**src/rtl/poly_eval_pkg.sv**
```systemverilog
// Shared types and defaults for the Horner polynomial evaluator.
// Provides the FSM state enum, default sizes and the load index width helper.
package poly_eval_pkg;

  localparam int DEF_WIDTH  = 8;
  localparam int DEF_DEGREE = 2;

  typedef enum logic [1:0] {
    LOAD,
    LOAD_WAIT,
    COMPUTE,
    DONE
  } state_t;

  // Indices 0..DEGREE+1 cover DEGREE+1 coefficients plus x.
  function automatic int idx_w(input int degree);
    return $clog2(degree + 2);
  endfunction

endpackage

```
**src/rtl/poly_eval_mac.sv**
```systemverilog
// Combinational multiply-accumulate: sum = acc*x + c, truncated to WIDTH.
// Ports: acc, x, c in; sum out; ovf out only with POLY_EVAL_OVF_EN.
module poly_eval_mac #(
  parameter int WIDTH = 8
) (
  input  logic [WIDTH-1:0] acc,
  input  logic [WIDTH-1:0] x,
  input  logic [WIDTH-1:0] c,
  output logic [WIDTH-1:0] sum
`ifdef POLY_EVAL_OVF_EN
  ,
  output logic             ovf
`endif
);

`ifdef POLY_EVAL_OVF_EN
  localparam int FW = 2 * WIDTH + 1;

  logic [FW-1:0] full;

  always_comb begin
    full = FW'(acc) * FW'(x) + FW'(c);
  end

  assign sum = full[WIDTH-1:0];
  assign ovf = |full[FW-1:WIDTH];
`else
  // Low WIDTH bits of the wide result equal
  // the WIDTH-bit modular result.
  logic [WIDTH-1:0] full;

  always_comb begin
    full = acc * x + c;
  end

  assign sum = full;
`endif

endmodule

```
**src/rtl/poly_eval_horner.sv**
```systemverilog
// Horner polynomial evaluator: loads a_N..a_0 then x via go, then one MAC/cycle.
// Ports: clk, resetn, go, data_in / load_idx, busy, data_result, result_valid
// (+ overflow when POLY_EVAL_OVF_EN is defined).
module poly_eval_horner
  import poly_eval_pkg::*;
#(
  parameter int WIDTH  = DEF_WIDTH,
  parameter int DEGREE = DEF_DEGREE,
  parameter int IDX_W  = idx_w(DEGREE)
) (
  input  logic             clk,
  input  logic             resetn,
  input  logic             go,
  input  logic [WIDTH-1:0] data_in,
  output logic [IDX_W-1:0] load_idx,
  output logic             busy,
  output logic [WIDTH-1:0] data_result,
  output logic             result_valid
`ifdef POLY_EVAL_OVF_EN
  ,
  output logic             overflow
`endif
);

  localparam logic [IDX_W-1:0] X_IDX   = IDX_W'(DEGREE + 1);
  localparam logic [IDX_W-1:0] LAST_CI = IDX_W'(DEGREE);

  state_t           state;
  // items[0] = a_N ... items[DEGREE] = a_0, items[DEGREE+1] = x
  logic [WIDTH-1:0] items [DEGREE+2];
  logic [WIDTH-1:0] acc;
  logic [IDX_W-1:0] ci;
  logic [WIDTH-1:0] mac_sum;

`ifdef POLY_EVAL_OVF_EN
  logic mac_ovf;
`endif

  poly_eval_mac #(
    .WIDTH(WIDTH)
  ) u_mac (
    .acc(acc),
    .x  (items[DEGREE+1]),
    .c  (items[ci]),
    .sum(mac_sum)
`ifdef POLY_EVAL_OVF_EN
    ,
    .ovf(mac_ovf)
`endif
  );

  always_ff @(posedge clk) begin
    if (!resetn) begin
      state        <= LOAD;
      load_idx     <= '0;
      busy         <= 1'b0;
      data_result  <= '0;
      result_valid <= 1'b0;
      acc          <= '0;
      ci           <= '0;
      for (int i = 0; i < DEGREE + 2; i++)
        items[i] <= '0;
`ifdef POLY_EVAL_OVF_EN
      overflow     <= 1'b0;
`endif
    end else begin
      case (state)
        LOAD: begin
          if (go) begin
            items[load_idx] <= data_in;
            state           <= LOAD_WAIT;
`ifdef POLY_EVAL_OVF_EN
            if (load_idx == '0)
              overflow <= 1'b0;
`endif
          end
        end
        LOAD_WAIT: begin
          if (!go) begin
            if (load_idx != X_IDX) begin
              load_idx <= load_idx + 1'b1;
              state    <= LOAD;
            end else begin
              acc   <= items[0];
              ci    <= IDX_W'(1);
              busy  <= 1'b1;
              state <= COMPUTE;
            end
          end
        end
        COMPUTE: begin
          acc <= mac_sum;
`ifdef POLY_EVAL_OVF_EN
          overflow <= overflow | mac_ovf;
`endif
          if (ci == LAST_CI) begin
            data_result  <= mac_sum;
            result_valid <= 1'b1;
            busy         <= 1'b0;
            load_idx     <= '0;
            state        <= DONE;
          end else begin
            ci <= ci + 1'b1;
          end
        end
        DONE: begin
          if (go) begin
            items[0]     <= data_in;
            result_valid <= 1'b0;
            state        <= LOAD_WAIT;
`ifdef POLY_EVAL_OVF_EN
            overflow     <= 1'b0;
`endif
          end
        end
        default: state <= LOAD;
      endcase
    end
  end

endmodule

```
**config.mk**
```make
export PLATFORM = sky130hd
export DESIGN_NAME = poly_eval_horner
export DESIGN_NICKNAME = d
export VERILOG_FILES = /design/src/rtl/poly_eval_pkg.sv /design/src/rtl/poly_eval_mac.sv /design/src/rtl/poly_eval_horner.sv
export SDC_FILE = /design/constraint.sdc
export NUM_CORES = 1
export LEC_CHECK = 0
export CAP_MARGIN = 20
export CORE_MARGIN = 2
export CORE_UTILIZATION = 35
export CTS_CLUSTER_DIAMETER = 100
export DETAILED_ROUTE_END_ITERATION = 6
export PLACE_DENSITY = 0.57
export SYNTH_ARGS = -nofsm -noshare
export SYNTH_HDL_FRONTEND = slang
export SYNTH_SLANG_ARGS = --single-unit
```
**constraint.sdc**
```tcl
create_clock -name clk -period 5.78 [get_ports clk]
set_input_delay 0.578 -clock clk [delete_from_list [all_inputs] [get_ports clk]]
set_output_delay 0.578 -clock clk [all_outputs]
set_load 0.05 [all_outputs]
```
==> flow_summary_export.csv, run 1 <==
group,metric,value,unit
layout,finish.net_count,428,
yosys,synth.area.top_cells,"sky130_fd_sc_hd__edfxtp_1 26%, sky130_fd_sc_hd__dfxtp_1 14%, sky130_fd_sc_hd__fa_1 9.9%, sky130_fd_sc_hd__ha_1 8.2%, sky130_fd_sc_hd__and2_1 7.9%",
yosys,syn-mean-instance-area,10.5,sq um
die,dieWidth,106,microns
pwr,power.leakage,0.00171,uW
clock_tree,post_cts_resize_count,0,
grt,vias_in_the_first_global_route,2410,
clock_tree,cts_buffer_depth,2,
yosys,syn_area,3650,sq um
clock_tree,cts-htree-levels,3,
job,timing.max_cap.violations,0,
yosys,synth.distinct_cells,36,
clock_tree,clk_root_buffer_cell,"sky130_fd_sc_hd__clkbuf_8",
grt,gr-total-overflow,0,
die,core_region_area,10200,sq um
routing,routed_wl,7260,microns
routing,drt-initial-drc-count,76,
pwr,comb_power_share,0.401,
grt,first_pass_grt_wire_length,12300,microns
timing,final-max-slew-violation-count,0,
timing,rsz_0062_raised_after_global_routing,"false",
placement,dpl.cell_count,499,
yosys,dominant_combinational_cell_family_by_area_after_synthesis,"adder cells",
timing,fin_setup_tns,0,ps
worst_setup_path,crit_path_top_delay_cell,"sky130_fd_sc_hd__mux4_1",
grt,grt_max_degree,23,
worst_setup_path,critical_path_arrival,4900,ps
worst_setup_path,critical_path.max_fanout,8,
layout,layout.cells.non_filler,516,
yosys,synth_compound_area_frac,0.0662,
worst_setup_path,crit_type,"register to register",
clock_tree,cts_num_sinks,58,
yosys,flops_latches_synth,58,
timing,achievable-frequency,212,MHz
yosys,synth_cells,348,
layout,post_route_cells_drive_above_1_share,0.0526,
yosys,synth_enable_flop_cells,32,
worst_setup_path,endpoint_kind,"register",
layout,regArea,1480,sq um
worst_setup_path,setup.reg_to_reg.worst_slack,1070,ps
die,floorplan.io_pins,23,
worst_setup_path,worst-endpoint-required,5970,ps
routing,vias,2414,
timing,finalWorstPathRequiredPeriod,4710,ps
grt,grt_antenna_before_repair,0,
worst_setup_path,critical_path.cell_chain,"mux4_1 > inv_1 > fa_1 > inv_1 > fa_1 > inv_1 > fa_1 > fa_1 > inv_1 > ha_1 > a21oi_1 > xnor3_1 > xnor2_1 > o221a_1 > nor2_1",
pwr,power.density_cell_area,360,nW/um^2
worst_setup_path,critical_path.reg2reg.endpoint,"acc[7]$_SDFFE_PN0P_",
grt,gr-usage-all-layers,0.141,
clock_tree,path_clk_slew,70,ps
layout,flow.area_growth_from_synthesis,15.2,%
clock_tree,cts_buffers,9,
yosys,yosysSeqAreaShare,0.406,
clock_tree,post_cts.repair.setup_buffers,0,
layout,final_util,0.411,
placement,routabilityCongestion,0.788,
die,dieHeight,106,microns
layout,multi_input_area,1960,sq um
pwr,switching_portion_of_total_power,0.371,
yosys,yosys.area_share.simple,0.164,
yosys,synth-warning-count,0,
yosys,synth_top_area_share,0.263,
routing,post-route-drc-count,0,
timing,fin_hold_ws,455,ps
pwr,total_switching_power,562,uW
die,num_rows,37,
hold_path,holdCritPathClass,"register to register",
pwr,internal_power,954,uW
die,die_area,11300,sq um
routing,drt-vias-per-instance,4.68,
timing,slew_headroom,0.471,
timing,setup_violations,0,
pwr,power.ir.vdd_worst,0.219,mV
timing,finalCritPeriodShare,0.815,
yosys,synth_ff_type,"sky130_fd_sc_hd__edfxtp_1",
clock_tree,number_of_buffers_added_to_fix_hold_violations_after_cts,0,
timing,worst_slew_pin_slew,787,ps
placement,port_buffers,22,
worst_setup_path,slowest_delay,600,ps
timing,final_hold_viol_count,0,
routing,firstDrtPassIters,5,
clock_tree,clock_insertion_delay_at_the_later_pin_of_the_skew_report,330,ps
run_status,status,"finished, final reports clean",
pwr,post-layout-total-power,1520,uW
worst_setup_path,timing.critical_path.from_type,"register",
die,starting_density_of_the_core,0.357,
layout,filler_cell_count,985,
worst_setup_path,r2r_cells,15,
yosys,synth.area.mux_share,0.0785,
pwr,power.sequential.fraction,0.373,
yosys,synth_xor_xnor_area_share,0.0466,
layout,n_antenna_cell,0,
clock_tree,cts_tree,"built",
placement,detailed_placement_hpwl,5750,microns
routing,drtAntennaViolNets,0,
yosys,synthesis.nets,401,
yosys,async_reset_ff_frac,0,
timing,clock_tree_skew_after_final_layout,10.5,ps
yosys,netlist.top_cell.by_area,"sky130_fd_sc_hd__edfxtp_1",
worst_setup_path,cp-endpoint,"acc[7]$_SDFFE_PN0P_",
pwr,clkPwrFrac,0.226,
yosys,post_synth_fa_ha_maj_area_fraction,0.181,
routing,routed_wire_length_per_instance,14.1,microns
## state kept, by name (all words and copies together) (netlist names), named ones only
signal and count:
items 32, acc 8, load_idx 2, result_valid 1
data_result 8, ci 2, state 2, busy 1
## kinds of logic (layout without fill, tap and decap cells)
| logic type | Yosys count | after routing |
|---|---|---|
| and+or+nand+nor | 123 | 123 |
| DFF | 58 | 58 |
| adders and majority gates | 42 | 42 |
| muxes | 16 | 16 |
| xor gates and xnor gates | 17 | 17 |
| buffers and inverters | 54 | 86 |
| AOI/OAI and AO/OA | 38 | 38 |
## synth_stat cells, types with 2 or more instances
cell,number
sky130_fd_sc_hd__fa_1,18
sky130_fd_sc_hd__a21oi_1,14
sky130_fd_sc_hd__mux2i_1,8
sky130_fd_sc_hd__inv_1,44
sky130_fd_sc_hd__nand2_1,47
sky130_fd_sc_hd__a22oi_1,2
sky130_fd_sc_hd__nor2_1,22
sky130_fd_sc_hd__clkbuf_1,7
sky130_fd_sc_hd__dfxtp_1,26
sky130_fd_sc_hd__nand2b_1,3
sky130_fd_sc_hd__ha_1,24
sky130_fd_sc_hd__o21ai_0,5
sky130_fd_sc_hd__and2_1,46
sky130_fd_sc_hd__xnor2_1,11
sky130_fd_sc_hd__edfxtp_1,32
sky130_fd_sc_hd__mux4_1,7
sky130_fd_sc_hd__xor2_1,4
sky130_fd_sc_hd__a211oi_1,9
sky130_fd_sc_hd__a21o_1,2
## critical path, delay by kind of cell (launching register included)
family / cells / cell delay, ps
AO/OA/AOI/OAI: 2 / 390
XOR/XNOR: 2 / 550
adder cells (fa/ha/maj): 5 / 2120
buffers and inverters: 4 / 290
flip-flops: 1 / 570
multiplexers: 1 / 600
AND/OR/NAND/NOR: 1 / 40
## power by group through the flow
stage                     sequential [uW]  clock, uW  combinational, uW
after floorplan                       565          0                454
after global placement                575          0                598
after detailed placement              577          0                615
after CTS                             567        353                618
after global routing                  576        373                690
final                                 566        343                607
## stage by stage
stage               setup slack, ps  cell area (sq um)
floorplan                      1460               3650
global placement               1120               4020
detailed placement             1050               4020
CTS                            1030               4200
global route                    789               4210
finish                         1070               4210
## worst min path at each step
stage,from,end,slack [ps],depth (start not counted)
finish,data_result[2]$_SDFFE_PN0P_,data_result[2]$_SDFFE_PN0P_,460,2
global route,data_result[2]$_SDFFE_PN0P_,data_result[2]$_SDFFE_PN0P_,480,2
detailed placement,data_result[3]$_SDFFE_PN0P_,data_result[3]$_SDFFE_PN0P_,450,2
floorplan,ci[0]$_SDFFE_PN0P_,register,470,2
global placement,data_result[0]$_SDFFE_PN0P_,data_result[0]$_SDFFE_PN0P_,450,2
CTS,data_result[3]$_SDFFE_PN0P_,data_result[3]$_SDFFE_PN0P_,460,2
## placed cells by master, fill, tap and decap left out, types with 11 or more instances in the layout
| cell type | instances |
|---|---|
| sky130_fd_sc_hd__xnor2_1 | 11 |
| sky130_fd_sc_hd__clkbuf_8 | 12 |
| sky130_fd_sc_hd__clkdlybuf4s50_1 | 22 |
| sky130_fd_sc_hd__fa_1 | 18 |
| sky130_fd_sc_hd__and2_1 | 46 |
| sky130_fd_sc_hd__edfxtp_1 | 32 |
| sky130_fd_sc_hd__inv_1 | 44 |
| sky130_fd_sc_hd__nor2_1 | 22 |
| sky130_fd_sc_hd__dfxtp_1 | 26 |
| sky130_fd_sc_hd__a21oi_1 | 14 |
| sky130_fd_sc_hd__nand2_1 | 47 |
| sky130_fd_sc_hd__ha_1 | 24 |
## cell type report
type,count,share of cell area
tap,136,0.0405
inverter,44,0.0393
clock buffer,14,0.0411
timing repair buffer,26,0.0589
sequential,58,0.352
multi-input combinational,236,0.465
clock inverter,2,0.00268
## metal layers
layer | vias to the layer above | part of all wire | global-route usage
li1 | 1206 | - | -
met1 | 1147 | 0.49 | 0.190
met2 | 48 | 0.46 | 0.224
met3 | 13 | 0.033 | 0.0294
met4 | 0 | 0.019 | 0.0555
met5 | - | 0 | 0
Power figures use the tool's default switching activity.
==> run 2, diff against run 1 <==
--- a/config.mk
+++ b/config.mk
@@ -10,7 +10,7 @@
 export CORE_UTILIZATION = 35
 export CTS_CLUSTER_DIAMETER = 100
 export DETAILED_ROUTE_END_ITERATION = 6
-export PLACE_DENSITY = 0.57
+export PLACE_DENSITY = 0.59
 export SYNTH_ARGS = -nofsm -noshare
 export SYNTH_HDL_FRONTEND = slang
 export SYNTH_SLANG_ARGS = --single-unit
==> constraint.sdc (replaced) <==
create_clock -name clk -period 4 [get_ports clk]
set_input_delay 0.4 -clock clk [delete_from_list [all_inputs] [get_ports clk]]
set_output_delay 0.4 -clock clk [all_outputs]
set_load 0.05 [all_outputs]
==> run 2 against run 1 <==
  * The run now ends with negative setup slack left
  * Sequential cell count did not move
  * Non-clock buffer count rose by 24
  * Clock power rose by 74%
  * Largest cell class unchanged
==> flow_summary_export.csv, run 2 (same netlist as run 1, synthesis figures left out) <==
group,metric,value,unit
timing,clock_tree_skew_after_final_layout,8.07,ps
worst_setup_path,setup.reg_to_reg.worst_slack,-230,ps
routing,firstDrtPassIters,4,
routing,vias,2568,
worst_setup_path,crit_path_frequent_cell,"sky130_fd_sc_hd__fa_1",
pwr,power.density_cell_area,569,nW/um^2
routing,routed_wire_length_per_instance,14.3,microns
timing,finalWorstPathRequiredPeriod,4230,ps
layout,final_common_cell,"sky130_fd_sc_hd__nand2_1",
timing,worst_slew_pin_slew,753,ps
timing,final.setup.worst_slack,-232,ps
routing,drt-vias-per-instance,4.76,
pwr,power.ir.vdd_worst,0.224,mV
clock_tree,cts_tree,"built",
placement,detailed_placement_hpwl,6190,microns
placement,dp_slack,-321,ps
clock_tree,cts-htree-levels,3,
layout,post_route_cells_drive_above_1_share,0.181,
timing,finalCritPeriodShare,1.06,
clock_tree,path_clk_slew,70,ps
pwr,post-layout-total-power,2560,uW
layout,reg.largest.list,"items: 32 flops, acc: 8 flops, data_result: 8 flops",
layout,filler_cell_count,958,
timing,final-max-slew-violation-count,0,
layout,flow.area_growth_from_synthesis,23.4,%
worst_setup_path,cp-endpoint,"acc[7]$_SDFFE_PN0P_",
clock_tree,clock_insertion_delay_at_the_later_pin_of_the_skew_report,340,ps
job,timing.max_cap.violations,0,
layout,finish.net_count,452,
timing,achievable-frequency,236,MHz
worst_setup_path,slowest_delay,500,ps
grt,grt_antenna_before_repair,0,
hold_path,holdCritPathClass,"register to register",
timing,final_hold_viol_count,0,
grt,first_pass_grt_wire_length,13000,microns
pwr,power.leakage,0.00181,uW
layout,commonest_cells_after_routing_fill_and_taps_aside,"47 x sky130_fd_sc_hd__nand2_1, 46 x sky130_fd_sc_hd__and2_1, 35 x sky130_fd_sc_hd__inv_1",
worst_setup_path,critical_path.n_buffers_inverters,4,
timing,fin_setup_tns,-633,ps
grt,vias_in_the_first_global_route,2608,
grt,gr-usage-all-layers,0.150,
worst_setup_path,critical_path.cell_chain,"buf_6 > mux4_2 > inv_2 > fa_1 > inv_1 > fa_1 > inv_2 > fa_1 > fa_2 > xor2_1 > xnor2_1 > xnor2_1 > xnor3_1 > xnor2_2 > o221a_1 > nor2_1",
worst_setup_path,critical_path_arrival,4430,ps
worst_setup_path,critical_path.max_fanout,4,
run_status,failed_checks,"negative setup slack",
grt,gr-total-overflow,0,
timing,slew_headroom,0.498,
worst_setup_path,path_delay_family,"adder cells",
layout,regMostFlops,"items",
clock_tree,cts_buffers,9,
worst_setup_path,timing.critical_path.from_type,"register",
placement,routabilityCongestion,0.802,
routing,drtAntennaViolNets,0,
clock_tree,number_of_buffers_added_to_fix_hold_violations_after_cts,0,
worst_setup_path,crit_type,"register to register",
layout,layout.cells.non_filler,540,
die,core_region_area,10200,sq um
run_status,status,"finished, violations left",
die,dieWidth,106,microns
placement,dpl.cell_count,523,
die,die_area,11300,sq um
die,dieHeight,106,microns
clock_tree,clk_root_buffer_cell,"sky130_fd_sc_hd__clkbuf_8",
worst_setup_path,critical_path.reg2reg.endpoint,"acc[7]$_SDFFE_PN0P_",
layout,n_antenna_cell,0,
die,floorplan.io_pins,23,
worst_setup_path,r2r_cells,16,
die,starting_density_of_the_core,0.357,
routing,routed_wl,7710,microns
timing,setup_violations,4,
die,num_rows,37,
grt,grt_max_degree,23,
worst_setup_path,endpoint_kind,"register",
routing,drt-initial-drc-count,75,
worst_setup_path,worst-endpoint-required,4200,ps
routing,post-route-drc-count,0,
clock_tree,cts_buffer_depth,2,
worst_setup_path,worst-path-stages,16,
worst_setup_path,crit_path_top_delay_cell,"sky130_fd_sc_hd__mux4_2",
timing,rsz_0062_raised_after_global_routing,"true",
layout,flip_flop_count_of_the_largest_register_all_copies_and_words_added,32,
placement,port_buffers,22,
clock_tree,cts_num_sinks,58,
run 2: changes by cell type in the layout (fill, tap and decap cells not counted), moves of 3 or more:
cell	change
sky130_fd_sc_hd__inv_1	-9
sky130_fd_sc_hd__ha_1	-4
sky130_fd_sc_hd__inv_2	+9
sky130_fd_sc_hd__a21oi_2	+3
sky130_fd_sc_hd__ha_4	+3
sky130_fd_sc_hd__clkbuf_8	-3
sky130_fd_sc_hd__mux4_2	+5
sky130_fd_sc_hd__buf_4	+23
sky130_fd_sc_hd__mux4_1	-5
sky130_fd_sc_hd__a21oi_1	-3
run 2: power by group:
group,internal [uW],switching [uW]
Combinational,563,600
Clock,349,249
Sequential,721,81.9
Total,1630,931
run 2: per-layer routing:
metal / up-vias / share of wire / routed length (microns) / global-route usage
met5: - / 0 / 0 / 0
met1: 1231 / 0.45 / 3460 / 0.195
met4: 0 / 0.019 / 144 / 0.0573
li1: 1255 / - / - / -
met2: 71 / 0.49 / 3740 / 0.244
met3: 11 / 0.047 / 365 / 0.0356
run 2: metrics by stage:
stage	area, sq um	util	hold slack, ps
finish	4510	0.440	454
global route	4510	0.440	480
CTS	4460	0.436	460
detailed placement	4220	0.412	451
global placement	4220	0.412	447
floorplan	3670	-	465
run 2: final cells by class:
cell class              instances  area, sq um  share of cell area
well taps                     136          170              0.0378
inverters                      44          165              0.0367
flip-flops and latches         58         1480               0.329
clock inverters                 7         92.6              0.0205
multi-input cells             236         2030               0.451
clock buffers                   9          124              0.0275
repair buffers                 50          438              0.0972
run 2: how the worst min path moves through the flow:
stage                                start                     endpoint  slack (ps)  cells past startpoint
2_1_floorplan           ci[0]$_SDFFE_PN0P_                     register         470                      2
3_3_place_gp   data_result[5]$_SDFFE_PN0P_  data_result[5]$_SDFFE_PN0P_         450                      2
3_5_place_dp   data_result[5]$_SDFFE_PN0P_  data_result[5]$_SDFFE_PN0P_         450                      2
4_1_cts        data_result[5]$_SDFFE_PN0P_  data_result[5]$_SDFFE_PN0P_         460                      2
5_1_grt        data_result[1]$_SDFFE_PN0P_  data_result[1]$_SDFFE_PN0P_         480                      2
6_report       data_result[5]$_SDFFE_PN0P_  data_result[5]$_SDFFE_PN0P_         450                      2
run 2: worst reg2reg max path, stage by stage, from the launching register on:
cell and delay [ps]:
sky130_fd_sc_hd__dfxtp_2 340, sky130_fd_sc_hd__buf_6 120, sky130_fd_sc_hd__mux4_2 500, sky130_fd_sc_hd__inv_2 70, sky130_fd_sc_hd__fa_1 400, sky130_fd_sc_hd__inv_1 80
sky130_fd_sc_hd__fa_1 420, sky130_fd_sc_hd__inv_2 70, sky130_fd_sc_hd__fa_1 430, sky130_fd_sc_hd__fa_2 350, sky130_fd_sc_hd__xor2_1 150, sky130_fd_sc_hd__xnor2_1 170
sky130_fd_sc_hd__xnor2_1 160, sky130_fd_sc_hd__xnor3_1 380, sky130_fd_sc_hd__xnor2_2 210, sky130_fd_sc_hd__o221a_1 200, sky130_fd_sc_hd__nor2_1 40
run 2: what timing repair did:
| item | CTS | global route |
|---|---|---|
| setup buffers | 0 | 1 |
| pin swaps | 7 | 4 |
| gates resized for setup | 11 | 9 |
| setup endpoints to repair | 6 | 6 |
==> run 3, diff against run 2 <==
--- a/config.mk
+++ b/config.mk
@@ -5,7 +5,6 @@
 export SDC_FILE = /design/constraint.sdc
 export NUM_CORES = 1
 export LEC_CHECK = 0
-export CAP_MARGIN = 20
 export CORE_MARGIN = 2
 export CORE_UTILIZATION = 35
 export CTS_CLUSTER_DIAMETER = 100
==> results of run 3 <==
Same layout as run 2: the final DEF is identical, and so are final timing and power.
